[config.mk]
export PLATFORM = sky130hd
export DESIGN_NAME = axi_lite_pair
export DESIGN_NICKNAME = d
export VERILOG_FILES = /design/src/rtl/axi_lite_pkg.sv /design/src/rtl/axi_lite_reg_slave.sv /design/src/rtl/axi_lite_pair.sv
export SDC_FILE = /design/constraint.sdc
export NUM_CORES = 1
export LEC_CHECK = 0
export ABC_AREA = 1
export CORE_UTILIZATION = 25
export DETAILED_ROUTE_END_ITERATION = 16
export PLACE_DENSITY_LB_ADDON = 0.1
export SYNTH_ARGS = -nofsm -noshare
export SYNTH_HDL_FRONTEND = slang
export SYNTH_SLANG_ARGS = --single-unit
[constraint.sdc]
create_clock -name ACLK -period 24.8 [get_ports ACLK]
set_input_delay 4.96 -clock ACLK [delete_from_list [all_inputs] [get_ports ACLK]]
set_output_delay 4.96 -clock ACLK [all_outputs]
set_load 0.05 [all_outputs]
[src/rtl/axi_lite_pkg.sv]
// Shared definitions for the AXI4-Lite master / register-slave pair:
// response codes, bus widths and the master state encoding.
package axi_lite_pkg;

    localparam int DATA_W = 32;
    localparam int STRB_W = DATA_W / 8;

    localparam logic [1:0] RESP_OKAY   = 2'b00;
    localparam logic [1:0] RESP_SLVERR = 2'b10;

    typedef enum logic [2:0] {
        ST_IDLE,
        ST_WADDR,
        ST_WRESP,
        ST_RADDR,
        ST_RDATA,
        ST_DONE
    } mst_state_e;

endpackage

[src/rtl/axi_lite_reg_slave.sv]
// AXI4-Lite register-file slave: DEPTH word-addressed 32-bit registers with
// byte strobes; out-of-range accesses answer SLVERR and never touch storage.
module axi_lite_reg_slave
    import axi_lite_pkg::*;
#(
    parameter int ADDR_W = 32,
    parameter int DEPTH  = 8
) (
    input  logic              ACLK,
    input  logic              ARESET,
    input  logic [ADDR_W-1:0] s_awaddr,
    input  logic              s_awvalid,
    output logic              s_awready,
    input  logic [DATA_W-1:0] s_wdata,
    input  logic [STRB_W-1:0] s_wstrb,
    input  logic              s_wvalid,
    output logic              s_wready,
    output logic [1:0]        s_bresp,
    output logic              s_bvalid,
    input  logic              s_bready,
    input  logic [ADDR_W-1:0] s_araddr,
    input  logic              s_arvalid,
    output logic              s_arready,
    output logic [DATA_W-1:0] s_rdata,
    output logic [1:0]        s_rresp,
    output logic              s_rvalid,
    input  logic              s_rready
);

    localparam int IDX_W = (DEPTH > 1) ? $clog2(DEPTH) : 1;

    logic [DATA_W-1:0] regs_q [DEPTH];
    logic [DATA_W-1:0] regs_d [DEPTH];
    logic              awready_q, awready_d;
    logic              bvalid_q, bvalid_d;
    logic [1:0]        bresp_q, bresp_d;
    logic              arready_q, arready_d;
    logic              rvalid_q, rvalid_d;
    logic [DATA_W-1:0] rdata_q, rdata_d;
    logic [1:0]        rresp_q, rresp_d;

    logic              aw_in_range, ar_in_range;
    logic [IDX_W-1:0]  widx, ridx;

    assign aw_in_range = (s_awaddr < ADDR_W'(DEPTH));
    assign ar_in_range = (s_araddr < ADDR_W'(DEPTH));
    assign widx        = s_awaddr[IDX_W-1:0];
    assign ridx        = s_araddr[IDX_W-1:0];

    always_comb begin
        regs_d    = regs_q;
        awready_d = 1'b0;
        bvalid_d  = bvalid_q;
        bresp_d   = bresp_q;
        arready_d = 1'b0;
        rvalid_d  = rvalid_q;
        rdata_d   = rdata_q;
        rresp_d   = rresp_q;

        // AW and W are accepted together; the guards keep the ready pulse to one cycle
        if (s_awvalid && s_wvalid && !awready_q && !bvalid_q)
            awready_d = 1'b1;

        if (awready_q && s_awvalid && s_wvalid) begin
            bvalid_d = 1'b1;
            if (aw_in_range) begin
                for (int b = 0; b < STRB_W; b++)
                    if (s_wstrb[b])
                        regs_d[widx][8*b +: 8] = s_wdata[8*b +: 8];
                bresp_d = RESP_OKAY;
            end else begin
                bresp_d = RESP_SLVERR;
            end
        end else if (bvalid_q && s_bready) begin
            bvalid_d = 1'b0;
        end

        if (s_arvalid && !arready_q && !rvalid_q)
            arready_d = 1'b1;

        if (arready_q && s_arvalid) begin
            rvalid_d = 1'b1;
            rdata_d  = ar_in_range ? regs_q[ridx] : '0;
            rresp_d  = ar_in_range ? RESP_OKAY : RESP_SLVERR;
        end else if (rvalid_q && s_rready) begin
            rvalid_d = 1'b0;
        end
    end

    always_ff @(posedge ACLK or posedge ARESET) begin
        if (ARESET) begin
            regs_q    <= '{default: '0};
            awready_q <= 1'b0;
            bvalid_q  <= 1'b0;
            bresp_q   <= RESP_OKAY;
            arready_q <= 1'b0;
            rvalid_q  <= 1'b0;
            rdata_q   <= '0;
            rresp_q   <= RESP_OKAY;
        end else begin
            regs_q    <= regs_d;
            awready_q <= awready_d;
            bvalid_q  <= bvalid_d;
            bresp_q   <= bresp_d;
            arready_q <= arready_d;
            rvalid_q  <= rvalid_d;
            rdata_q   <= rdata_d;
            rresp_q   <= rresp_d;
        end
    end

    assign s_awready = awready_q;
    assign s_wready  = awready_q;
    assign s_bvalid  = bvalid_q;
    assign s_bresp   = bresp_q;
    assign s_arready = arready_q;
    assign s_rvalid  = rvalid_q;
    assign s_rdata   = rdata_q;
    assign s_rresp   = rresp_q;

endmodule

[src/rtl/axi_lite_pair.sv]
// Command-driven AXI4-Lite master wired to an internal register-file slave.
// One transaction at a time; ready pulses once when it completes.
module axi_lite_pair #(
    parameter int DATA_W = 32,
    parameter int ADDR_W = 32,
    parameter int DEPTH  = 8
) (
    input  logic                           ACLK,
    input  logic                           ARESET,
    input  logic                           valid,
    input  logic                           read_valid,
    input  logic [ADDR_W-1:0]              aw_addr,
    input  logic [DATA_W-1:0]              w_data,
    input  logic [axi_lite_pkg::STRB_W-1:0] w_strb,
    input  logic [ADDR_W-1:0]              ar_addr,
    output logic                           ready,
    output logic [DATA_W-1:0]              rd_data,
    output logic [1:0]                     resp
);

    import axi_lite_pkg::*;

    mst_state_e        state_q, state_d;
    logic [ADDR_W-1:0] addr_q, addr_d;
    logic [DATA_W-1:0] wdata_q, wdata_d;
    logic [STRB_W-1:0] wstrb_q, wstrb_d;
    logic              aw_done_q, aw_done_d;
    logic              w_done_q, w_done_d;
    logic [DATA_W-1:0] rd_data_q, rd_data_d;
    logic [1:0]        resp_q, resp_d;
    logic              ready_q, ready_d;

    logic              m_awvalid, m_awready, m_wvalid, m_wready;
    logic              m_bvalid, m_bready, m_arvalid, m_arready;
    logic              m_rvalid, m_rready;
    logic [1:0]        m_bresp, m_rresp;
    logic [DATA_W-1:0] m_rdata;
    logic              aw_hs, w_hs;

    assign m_awvalid = (state_q == ST_WADDR) && !aw_done_q;
    assign m_wvalid  = (state_q == ST_WADDR) && !w_done_q;
    assign m_bready  = (state_q == ST_WRESP);
    assign m_arvalid = (state_q == ST_RADDR);
    assign m_rready  = (state_q == ST_RDATA);
    assign aw_hs     = m_awvalid && m_awready;
    assign w_hs      = m_wvalid && m_wready;

    always_comb begin
        state_d   = state_q;
        addr_d    = addr_q;
        wdata_d   = wdata_q;
        wstrb_d   = wstrb_q;
        aw_done_d = aw_done_q;
        w_done_d  = w_done_q;
        rd_data_d = rd_data_q;
        resp_d    = resp_q;
        // ready is registered off DONE, giving the four-edge command latency
        ready_d   = (state_q == ST_DONE);

        case (state_q)
            ST_IDLE: begin
                aw_done_d = 1'b0;
                w_done_d  = 1'b0;
                if (valid) begin
                    addr_d  = aw_addr;
                    wdata_d = w_data;
                    wstrb_d = w_strb;
                    state_d = ST_WADDR;
                end else if (read_valid) begin
                    addr_d  = ar_addr;
                    state_d = ST_RADDR;
                end
            end
            ST_WADDR: begin
                if (aw_hs) aw_done_d = 1'b1;
                if (w_hs)  w_done_d  = 1'b1;
                if ((aw_done_q || aw_hs) && (w_done_q || w_hs))
                    state_d = ST_WRESP;
            end
            ST_WRESP: begin
                if (m_bvalid) begin
                    resp_d  = m_bresp;
                    state_d = ST_DONE;
                end
            end
            ST_RADDR: begin
                if (m_arready) state_d = ST_RDATA;
            end
            ST_RDATA: begin
                if (m_rvalid) begin
                    rd_data_d = m_rdata;
                    resp_d    = m_rresp;
                    state_d   = ST_DONE;
                end
            end
            ST_DONE:  state_d = ST_IDLE;
            default:  state_d = ST_IDLE;
        endcase
    end

    always_ff @(posedge ACLK or posedge ARESET) begin
        if (ARESET) begin
            state_q   <= ST_IDLE;
            addr_q    <= '0;
            wdata_q   <= '0;
            wstrb_q   <= '0;
            aw_done_q <= 1'b0;
            w_done_q  <= 1'b0;
            rd_data_q <= '0;
            resp_q    <= RESP_OKAY;
            ready_q   <= 1'b0;
        end else begin
            state_q   <= state_d;
            addr_q    <= addr_d;
            wdata_q   <= wdata_d;
            wstrb_q   <= wstrb_d;
            aw_done_q <= aw_done_d;
            w_done_q  <= w_done_d;
            rd_data_q <= rd_data_d;
            resp_q    <= resp_d;
            ready_q   <= ready_d;
        end
    end

    assign ready   = ready_q;
    assign rd_data = rd_data_q;
    assign resp    = resp_q;

    axi_lite_reg_slave #(
        .ADDR_W (ADDR_W),
        .DEPTH  (DEPTH)
    ) u_slave (
        .ACLK      (ACLK),
        .ARESET    (ARESET),
        .s_awaddr  (addr_q),
        .s_awvalid (m_awvalid),
        .s_awready (m_awready),
        .s_wdata   (wdata_q),
        .s_wstrb   (wstrb_q),
        .s_wvalid  (m_wvalid),
        .s_wready  (m_wready),
        .s_bresp   (m_bresp),
        .s_bvalid  (m_bvalid),
        .s_bready  (m_bready),
        .s_araddr  (addr_q),
        .s_arvalid (m_arvalid),
        .s_arready (m_arready),
        .s_rdata   (m_rdata),
        .s_rresp   (m_rresp),
        .s_rvalid  (m_rvalid),
        .s_rready  (m_rready)
    );

endmodule

==> reports/metrics.cfg <==
[run_status]
status=finished, final reports clean

[clock_tree]
tritoncts=done
cts.repair.resized=0
clk_pin_slew_worst_paths_ns=0.06
clk_path_buf_depth=3
root_buffer=clkbuf_16
htree_levels=2
post-cts-setup-buffers=0
cts_inserted_buffers=49
cts_hold_buf=0
clock-sinks=401
worst_skew_pair.late_latency_ns=0.60

[floorplanning]
num_rows=100
fp.dieArea_um2=77150
start_util_pct=25.41
die_h_um=277.8
die_width_um=277.8
coreArea_um2=74820
io_pins=139

[logic_synthesis]
synth_ff_type=dfrtp_1
synth_seq_cells=401
synth.avg_cell_area_um2=8.946
syn_area_um2=19010
synthTopCellsByCount=nand2_1 (633), dfrtp_1 (401), nand4_1 (259)
synth_fp_nets=2229
synthTopCellsByArea=dfrtp_1 (53%), nand2_1 (12%), nand4_1 (8.5%), nor2_1 (4.3%), mux2_2 (4.0%)
synth-async-reset-ratio_pct=100.0
yosysWarnings=0
synth-edff-count=0
synth_top_area_share_pct=52.78
synthDistinctLibCells=34
netlist_instances=2125
synth.most_common_cell=nand2_1
synth_largest_area_cell=dfrtp_1
yosysSeqAreaShare_pct=52.78

[worst_setup_path]
cp_max_fo=91
crit_path_start_kind=input pin
crit_type=in -> async
worstPathRequired_ns=25.31
crit_path_start=ARESET
endpoint=wstrb_q[1]$_DFFE_PP0P_
r2r_end=u_slave.regs_q[171]$_DFFE_PP0P_
worstSetupEndpointType=asynchronous set/reset pin
r2r_cells=10
reg2reg_from=addr_q[21]$_DFFE_PP0P_
worstPathArrival_ns=7.69
regToRegSetupSlack_ns=21.32

[drt]
drc=0
dr_total_vias=15780
firstDrtPassIters=5
viasPerCell=4.970
ant_nets=0
wl_mm=66.66
drtIter0Drc=1389
avgRoutedWirePerCell_um=21.00

[global_route]
grt_overflow=0
grt_pass1_wl_mm=102.7
grt_max_degree=230
antenna_found_initial=0
grt_pass1_vias=15960
grt_use_total_pct=17.23

[timing]
finalCritPeriodShare_pct=28.95
final.setup_skew_ns=0.03059
rsz0062_at_grt=no
slew_viol_final=0
fmax_mhz=139.3
layout_min_cycle_time_ns=7.179
max-slew-margin-rel_pct=20.57
setup_viol=0
tns_ns=0
hold_violations=0
worstMarginPinSlew_ns=1.191

[finish]
layout-drive-gt1-share_pct=13.10
fin_nets=2273
final_util_pct=30.36
fillers=7887
area_growth_pct=19.51
diodes=0

[pwr]
leakagePower_nw=11.13
ir_worst_vdd_mv=0.04953
power_density_nw_per_um2=96.49

[placed_design]
hpwl_mm=36.78
port_buffers=137
place_congestion=0.7366

[hold_path]
whs_path_depth=1
hp-class=reg -> reg

[flow_run]
maxCapViolCount=0

[placed cells by master (no fill, tap or decap), types with 32 or more instances in the layout]
| master | synthesis | layout |
|---|---|---|
| dfrtp_1 | 401 | 397 |
| or2_2 | 58 | 58 |
| inv_1 | 40 | 39 |
| o22ai_1 | 42 | 42 |
| mux2_2 | 67 | 67 |
| nand3_1 | 37 | 37 |
| clkdlybuf4s50_1 | 0 | 137 |
| buf_4 | 14 | 32 |
| clkbuf_16 | 0 | 51 |
| nor2_1 | 216 | 214 |
| nand2_1 | 633 | 632 |
| nand4_1 | 259 | 259 |
| o21ai_0 | 83 | 83 |
[layout make-up]
cell class | instances | area, um^2 | area share [%]
Clock inverter | 10 | 131.4 | 0.5783
Sequential cell | 401 | 10040 | 44.19
Multi-Input combinational cell | 1496 | 7978 | 35.11
Tap cell | 969 | 1212 | 5.336
Clock buffer | 78 | 1528 | 6.724
Inverter | 51 | 198.9 | 0.8756
Timing Repair Buffer | 170 | 1632 | 7.181
[metal layers]
metal,share of wire (%),vias to the layer above,wire length (um),track usage [%]
li1,-,7321,-,-
met1,48,7936,31680,24.47
met2,45,441,29800,26.74
met3,5.5,81,3678,2.931
met4,2.3,0,1500,4.944
met5,0,-,0,0
[logic make-up (layout without fill, tap and decap cells)]
logic type      after synthesis  after routing  synth area share, %
simple gates               1245           1245                31.95
other cells                   1              1              0.01973
flops                       401            401                52.78
buf+inv                     228            309                5.384
compound gates              183            183                5.897
mux                          67             67                3.969
[through the flow]
step	std cells	power [mW]	setup WS, ns	area [um^2]	hold slack [ns]
after floorplan	2125	1.222	8.687	19010	0.4082
after global placement	3087	1.464	16.86	21060	0.4244
after detailed placement	3087	1.467	16.83	21060	0.4291
after CTS	3175	2.227	17.48	22720	0.4320
after global routing	3175	2.311	17.18	22720	0.4441
final	3175	2.192	17.62	22720	0.4269
[report_power, final]
group          total, mW  internal, mW  switching [mW]
registers          0.845         0.719           0.126
clock network      0.741         0.450           0.291
logic              0.606         0.166           0.439
total               2.19          1.34           0.857
[worst min path at each step]
stage | from | end | slack (ns)
after floorplan | u_slave.s_rvalid$_DFFE_PP0P_ | u_slave.s_arready$_DFF_PP0_ | 0.41
after global placement | u_slave.s_rvalid$_DFFE_PP0P_ | u_slave.s_arready$_DFF_PP0_ | 0.42
after detailed placement | u_slave.s_rvalid$_DFFE_PP0P_ | u_slave.s_arready$_DFF_PP0_ | 0.43
after CTS | u_slave.s_rvalid$_DFFE_PP0P_ | u_slave.s_arready$_DFF_PP0_ | 0.43
after global routing | u_slave.s_rvalid$_DFFE_PP0P_ | u_slave.s_arready$_DFF_PP0_ | 0.44
final | u_slave.s_rvalid$_DFFE_PP0P_ | u_slave.s_arready$_DFF_PP0_ | 0.43
[sequential cells by signal, summed over array words and instances (netlist names)]
register           count
u_slave.s_rvalid       1
addr_q                32
u_slave.s_rdata       32
u_slave.s_bvalid       1
state_q                3
wstrb_q                4
ready                  1
aw_done_q              1
u_slave.s_awready      1
wdata_q               32
resp                   1
u_slave.s_arready      1
u_slave.s_rresp        1
u_slave.s_bresp        1
rd_data               32
w_done_q               1
u_slave.regs_q       256
[worst max-delay path: stages]
cell	delay [ns]
clkdlybuf4s50_1	0.49
inv_8	0.46
buf_4	0.76
buf_4	0.86
(Power assumes the default switching activity.)
